$ cat config.mk
export PLATFORM = sky130hd
export DESIGN_NAME = mc_datapath
export DESIGN_NICKNAME = d
export VERILOG_FILES = /design/src/rtl/mc_pkg.sv /design/src/rtl/mc_regfile.sv /design/src/rtl/mc_datapath.sv
export SDC_FILE = /design/constraint.sdc
export NUM_CORES = 2
export LEC_CHECK = 0
export CAP_MARGIN = 20
export CORE_ASPECT_RATIO = 0.8
export CORE_MARGIN = 2
export CORE_UTILIZATION = 30
export DETAILED_ROUTE_END_ITERATION = 6
export DONT_BUFFER_PORTS = 1
export GPL_TIMING_DRIVEN = 0
export HOLD_SLACK_MARGIN = 0.08
export PLACE_DENSITY = 0.51
export SETUP_SLACK_MARGIN = 0.3
export SLEW_MARGIN = 25
export SYNTH_ARGS = -nofsm -noshare
export SYNTH_HDL_FRONTEND = slang
export SYNTH_HIERARCHICAL = 1
export SYNTH_SLANG_ARGS = --single-unit
$ cat constraint.sdc
create_clock -name clk -period 6.8 [get_ports clk]
set_clock_uncertainty 0.05 [all_clocks]
set_input_delay 1.36 -clock clk [delete_from_list [all_inputs] [get_ports clk]]
set_output_delay 1.36 -clock clk [all_outputs]
set_load 0.005 [all_outputs]
$ cat src/rtl/mc_pkg.sv
// Shared encodings for the multicycle MIPS core: ALU operations, mux selects,
// reset PC default and the opcodes the control unit decodes.
package mc_pkg;

    localparam logic [2:0] ALU_AND = 3'b000;
    localparam logic [2:0] ALU_OR  = 3'b001;
    localparam logic [2:0] ALU_ADD = 3'b010;
    localparam logic [2:0] ALU_SUB = 3'b110;
    localparam logic [2:0] ALU_SLT = 3'b111;

    localparam logic [1:0] SRCB_REG    = 2'b00;
    localparam logic [1:0] SRCB_FOUR   = 2'b01;
    localparam logic [1:0] SRCB_IMM    = 2'b10;
    localparam logic [1:0] SRCB_IMM_SH = 2'b11;

    localparam logic [1:0] PC_SRC_ALU    = 2'b00;
    localparam logic [1:0] PC_SRC_ALUOUT = 2'b01;
    localparam logic [1:0] PC_SRC_JUMP   = 2'b10;

    localparam logic [31:0] RESET_PC_DEFAULT = 32'h0000_0000;

    localparam logic [5:0] OP_RTYPE = 6'b000000;
    localparam logic [5:0] OP_LW    = 6'b100011;
    localparam logic [5:0] OP_SW    = 6'b101011;
    localparam logic [5:0] OP_BEQ   = 6'b000100;
    localparam logic [5:0] OP_ADDI  = 6'b001000;
    localparam logic [5:0] OP_J     = 6'b000010;

endpackage

$ cat src/rtl/mc_regfile.sv
// 32x32 register file: two combinational read ports, one synchronous write
// port, register 0 reads as zero and ignores writes.
module mc_regfile (
    input  logic        clk,
    input  logic        reset,
    input  logic [4:0]  raddr1,
    input  logic [4:0]  raddr2,
    output logic [31:0] rdata1,
    output logic [31:0] rdata2,
    input  logic        we,
    input  logic [4:0]  waddr,
    input  logic [31:0] wdata
);

    logic [31:0] regs [32];

    // NOTE: the array is cleared on reset because the core must restart with no architectural state surviving.
    always_ff @(posedge clk or negedge reset) begin
        if (!reset) begin
            for (int i = 0; i < 32; i++) begin
                regs[i] <= '0;
            end
        end else if (we && (waddr != 5'd0)) begin
            regs[waddr] <= wdata;
        end
    end

    // Reads see the pre-edge contents, so a same-cycle write shows up next cycle.
    assign rdata1 = (raddr1 == 5'd0) ? 32'd0 : regs[raddr1];
    assign rdata2 = (raddr2 == 5'd0) ? 32'd0 : regs[raddr2];

endmodule

$ cat src/rtl/mc_datapath.sv
// Multicycle MIPS datapath: PC, register file, Instr/Data/A/B/ALUOut and ALU.
// Define MC_DATAPATH_JUMP_EN to make pc_src=10 select the j-type jump target.
module mc_datapath
    import mc_pkg::*;
#(
    parameter logic [31:0] RESET_PC = RESET_PC_DEFAULT
) (
    input  logic        clk,
    input  logic        reset,
    input  logic        mem_to_reg,
    input  logic        reg_dest,
    input  logic        i_or_d,
    input  logic        alu_src_a,
    input  logic [1:0]  alu_src_b,
    input  logic        ir_write,
    input  logic        mem_write,
    input  logic        pc_write,
    input  logic        branch,
    input  logic        reg_write,
    input  logic [1:0]  pc_src,
    input  logic [2:0]  alu_control,
    input  logic [31:0] mem_rdata,
    output logic [31:0] mem_addr,
    output logic [31:0] mem_wdata,
    output logic        mem_we,
    output logic [5:0]  opcode,
    output logic [5:0]  funct,
    output logic [31:0] pc
);

    logic [31:0] instr, data, a_q, b_q, alu_out;
    logic [31:0] rd1, rd2, sign_imm, src_a, src_b, alu_result, pc_next;
    logic        zero, pc_en;

    mc_regfile u_regfile (
        .clk    (clk),
        .reset  (reset),
        .raddr1 (instr[25:21]),
        .raddr2 (instr[20:16]),
        .rdata1 (rd1),
        .rdata2 (rd2),
        .we     (reg_write),
        .waddr  (reg_dest ? instr[15:11] : instr[20:16]),
        .wdata  (mem_to_reg ? data : alu_out)
    );

    assign sign_imm = {{16{instr[15]}}, instr[15:0]};
    assign src_a    = alu_src_a ? a_q : pc;

    // NOTE: every always_comb output gets a default first so no path leaves it unassigned (no latch).
    always_comb begin
        src_b = b_q;
        case (alu_src_b)
            SRCB_FOUR:   src_b = 32'd4;
            SRCB_IMM:    src_b = sign_imm;
            SRCB_IMM_SH: src_b = {sign_imm[29:0], 2'b00};
            default:     src_b = b_q;
        endcase
    end

    always_comb begin
        alu_result = 32'd0;
        case (alu_control)
            ALU_ADD: alu_result = src_a + src_b;
            ALU_SUB: alu_result = src_a - src_b;
            ALU_AND: alu_result = src_a & src_b;
            ALU_OR:  alu_result = src_a | src_b;
            ALU_SLT: alu_result = ($signed(src_a) < $signed(src_b)) ? 32'd1 : 32'd0;
            default: alu_result = 32'd0;
        endcase
    end

    assign zero  = (alu_result == 32'd0);
    assign pc_en = pc_write | (branch & zero);

    always_comb begin
        pc_next = alu_result;
        case (pc_src)
            PC_SRC_ALUOUT: pc_next = alu_out;
`ifdef MC_DATAPATH_JUMP_EN
            PC_SRC_JUMP:   pc_next = {pc[31:28], instr[25:0], 2'b00};
`endif
            default:       pc_next = alu_result;
        endcase
    end

    // NOTE: sequential state uses non-blocking assignments so every register samples pre-edge values.
    always_ff @(posedge clk or negedge reset) begin
        if (!reset) begin
            pc      <= RESET_PC;
            instr   <= '0;
            data    <= '0;
            a_q     <= '0;
            b_q     <= '0;
            alu_out <= '0;
        end else begin
            data    <= mem_rdata;
            a_q     <= rd1;
            b_q     <= rd2;
            alu_out <= alu_result;
            if (ir_write) instr <= mem_rdata;
            if (pc_en)    pc    <= pc_next;
        end
    end

    // Outputs come from registers and control only; mem_rdata has no path to them.
    assign mem_addr  = i_or_d ? alu_out : pc;
    assign mem_wdata = b_q;
    assign mem_we    = mem_write;
    assign opcode    = instr[31:26];
    assign funct     = instr[5:0];

endmodule

==> results.json <==
{
  "syn_inst": 5005,
  "final_util": 0.345,
  "dp_hpwl_um": 222000,
  "synth-main-ff-cell": "dfrtp_1",
  "worstSetupEndpointType": "flip-flop",
  "postSynth.asyncResetShare": 1.00,
  "vdd_drop_max_mv": 0.283,
  "worstPathArrival_ns": 7.03,
  "vias_per_cell": 5.98,
  "hold_buffers": 0,
  "reg2reg_slack_ns": 0.96,
  "grt_overflow": 0,
  "cts.sinks": 1216,
  "nFillCells": 21868,
  "cts_max_level": 4,
  "cts_buffers": 144,
  "min_path_type": "in -> async",
  "grt_pass1_vias": 48395,
  "ys_types": 81,
  "max_slew_margin": 0.181,
  "period_share": 0.939,
  "clkPwrFrac": 0.261,
  "violations": "DRC",
  "outcome": "complete, but fails checks",
  "grt_max_degree": 173,
  "slew_violations": 0,
  "worst_slew_pin_slew_ns": 1.23,
  "synth.avg_cell_area_um2": 13.5,
  "crit_type": "in -> reg",
  "rsz0062_at_grt": "false",
  "fmax_ghz": 0.157,
  "synth_area_leaders": "dfrtp_1, mux2_2, mux4_2, mux2i_1, ha_1",
  "antenna_found_initial": 26,
  "p_sw_mw": 10.8,
  "grt_use_total": 0.261,
  "syn-num-nets": 5159,
  "path_clk_slew_ns": 0.06,
  "vias": 49518,
  "drc": 1,
  "yosysWarnings": 6,
  "num_rows": 155,
  "synth_top_family_by_area": "multiplexers",
  "core_area_mm2": 0.223,
  "pwr_density_cell_mw_per_mm2": 391,
  "drt_first_iter_violations": 6171,
  "cts.path.max_buffers": 3,
  "fp.dieH_um": 428,
  "port_buffers": 0,
  "routedWlPerCell_um": 37.0,
  "comb_power_share": 0.337,
  "reg2regPathDepth": 17,
  "layout-drive-gt1-share": 0.417,
  "synth_fa_ha_area_frac": 0.0195,
  "finalNonFillerCells": 8284,
  "period_minus_slack_ns": 6.39,
  "hold_viol": 0,
  "synth_top_area_frac": 0.451,
  "start_util": 0.302,
  "ys_ff_latch": 1216,
  "startpoint_type": "primary input",
  "power_leakage_nw": 33.7,
  "grt_pass1_wl_um": 416000,
  "internal-power_mw": 19.3,
  "ys_seq_area_frac": 0.451,
  "finalWirelength_um": 307000,
  "insertion_delay_ns": 0.83,
  "yosysTopAreaCell": "dfrtp_1",
  "pin_count": 159,
  "rr_startpoint": "instr[0]",
  "cts_tree": "yes",
  "path_max_fanout": 10,
  "dp.cells": 8013,
  "maxCapViolations": 0,
  "r2r_end": "pc[2]",
  "switching_share": 0.359,
  "power_frac_seq": 0.402,
  "synth_xor_area_frac": 0.00195,
  "synth_simple_gate_area_share": 0.0353,
  "syn_to_final_growth_pct": 14.0,
  "root_buffer": "clkbuf_16",
  "die-area_mm2": 0.229,
  "final_nets": 5332,
  "cp.required_ns": 7.44,
  "place_congestion": 0.974,
  "die_x_um": 534,
  "setup_viol": 0,
  "syn_area_mm2": 0.0675,
  "ant_nets": 0,
  "muxShareOfSynthArea": 0.382,
  "firstDrtPassIters": 7,
  "synth_edf_count": 0,
  "synth_compound_area_frac": 0.0697
}
[kinds of logic (layout without fill, tap and decap cells)]
family | Yosys count | in the layout
muxes | 1907 | 1907
DFF | 1216 | 1216
AOI/OAI and AO/OA | 660 | 660
buffers and inverters | 631 | 916
and+or+nand+nor | 472 | 472
adders and majority gates | 104 | 104
xor gates and xnor gates | 15 | 15
other | 0 | 11
[worst max-delay path, cell delays in order]
cell and delay, ns:
clkbuf_1 0.34, buf_4 0.34, mux2_2 0.22, ha_1 0.26, inv_1 0.09, fa_1 0.43
nand2b_1 0.19, a2111o_1 0.49, a21o_1 0.30, a32oi_1 0.26, xnor2_1 0.14, o22ai_1 0.14
or4b_1 0.65, or4_1 0.57, nor4_4 0.37, a31oi_4 0.28, buf_6 0.26, mux2_4 0.31
[cell usage in the layout, fill, tap and decap left out, drive strengths merged, types with 20 or more instances in the layout]
cell / count
mux2i: 268
o21ai: 54
clkbuf: 499
ha: 102
nor2b: 57
nand2: 101
nor2: 108
o22ai: 58
a21o: 29
buf: 262
nor4: 29
inv: 115
a2111oi: 34
nand3: 20
a22oi: 69
o221ai: 28
mux4: 405
mux2: 1234
and2: 20
a211oi: 73
clkinv: 33
a22o: 69
dfrtp: 1216
a21oi: 116
o211ai: 26
nor3: 65
[how the worst max path moves through the flow]
| stage | startpoint | slack (ns) | endpoint |
|---|---|---|---|
| 3_5_place_dp | alu_src_a | -1.42 | pc[14] |
| 2_1_floorplan | alu_src_a | 0.79 | pc[10] |
| 3_3_place_gp | alu_src_a | -1.71 | pc[20] |
| 4_1_cts | alu_src_a | 0.33 | pc[19] |
| 6_report | alu_src_a | 0.41 | pc[2] |
| 5_1_grt | alu_src_b[1] | 0.31 | pc[19] |
[stage by stage]
| stage | TNS [ns] | worst slack [ns] | cell area (um2) | power, mW | hold WS (ns) |
|---|---|---|---|---|---|
| after global placement | -54.47 | -1.71 | 71300 | 21.6 | 0.414 |
| after detailed placement | -44.21 | -1.42 | 72000 | 22.0 | 0.418 |
| after floorplan | 0 | 0.792 | 67500 | 18.1 | 0.391 |
| after CTS | 0 | 0.333 | 76800 | 29.9 | 0.162 |
| after global routing | 0 | 0.314 | 77000 | 31.2 | 0.171 |
| final | 0 | 0.412 | 77000 | 30.1 | 0.202 |
[power by group through the flow]
stage	registers (mW)	logic [mW]	clock network, mW
6_report	12.1	10.1	7.87
3_3_place_gp	12.0	9.55	0
3_5_place_dp	12.1	9.92	0
4_1_cts	12.0	9.96	7.98
2_1_floorplan	11.1	6.96	0
5_1_grt	12.4	10.6	8.26
[cells in the mapped netlist (all sizes together) (26+ instances only)]
cell        n
a21o       29
a21oi     116
a211oi     73
a22o       69
mux4      405
nor2b      57
inv       107
o22ai      58
nor2      108
o21ai      54
dfrtp    1216
o211ai     26
a22oi      69
mux2     1234
nor4       29
a2111oi    34
mux2i     268
clkbuf    282
nand2     101
ha        102
o221ai     28
buf       241
nor3       65
[state kept, by name, summed over array words and instances (netlist names)]
signal,count
alu_out,32
pc,32
instr,32
data,32
a_q,32
mem_wdata,32
u_regfile/regs,1024
[layer usage]
metal  part of all wire  track usage  vias to the layer above  routed length (um)
met5            0.00017            0                        -                  53
met4              0.053        0.121                        8               16400
met3               0.11       0.0836                      560               34100
met2               0.41        0.368                     2962              127000
met1               0.42        0.362                    26653              129000
li1                   -            -                    19335                   -
[cell type report]
class	instances	area, um2	share of cell area
well taps	2983	3730	0.0485
diodes	11	27.5	0.000358
repair buffers	27	607	0.00788
clock inverters	46	522	0.00678
plain buffers	523	2490	0.0323
inverters	108	405	0.00527
multi-input cells	3158	34500	0.449
clock buffers	212	4230	0.0549
flip-flops and latches	1216	30400	0.395
[repair_timing]
action | in CTS | in global routing
endpoints found under the setup margin | 32 | 32
buffers inserted | 0 | 0
resized for setup | 14 | 17
No activity file was read; power rests on OpenSTA's default activity.
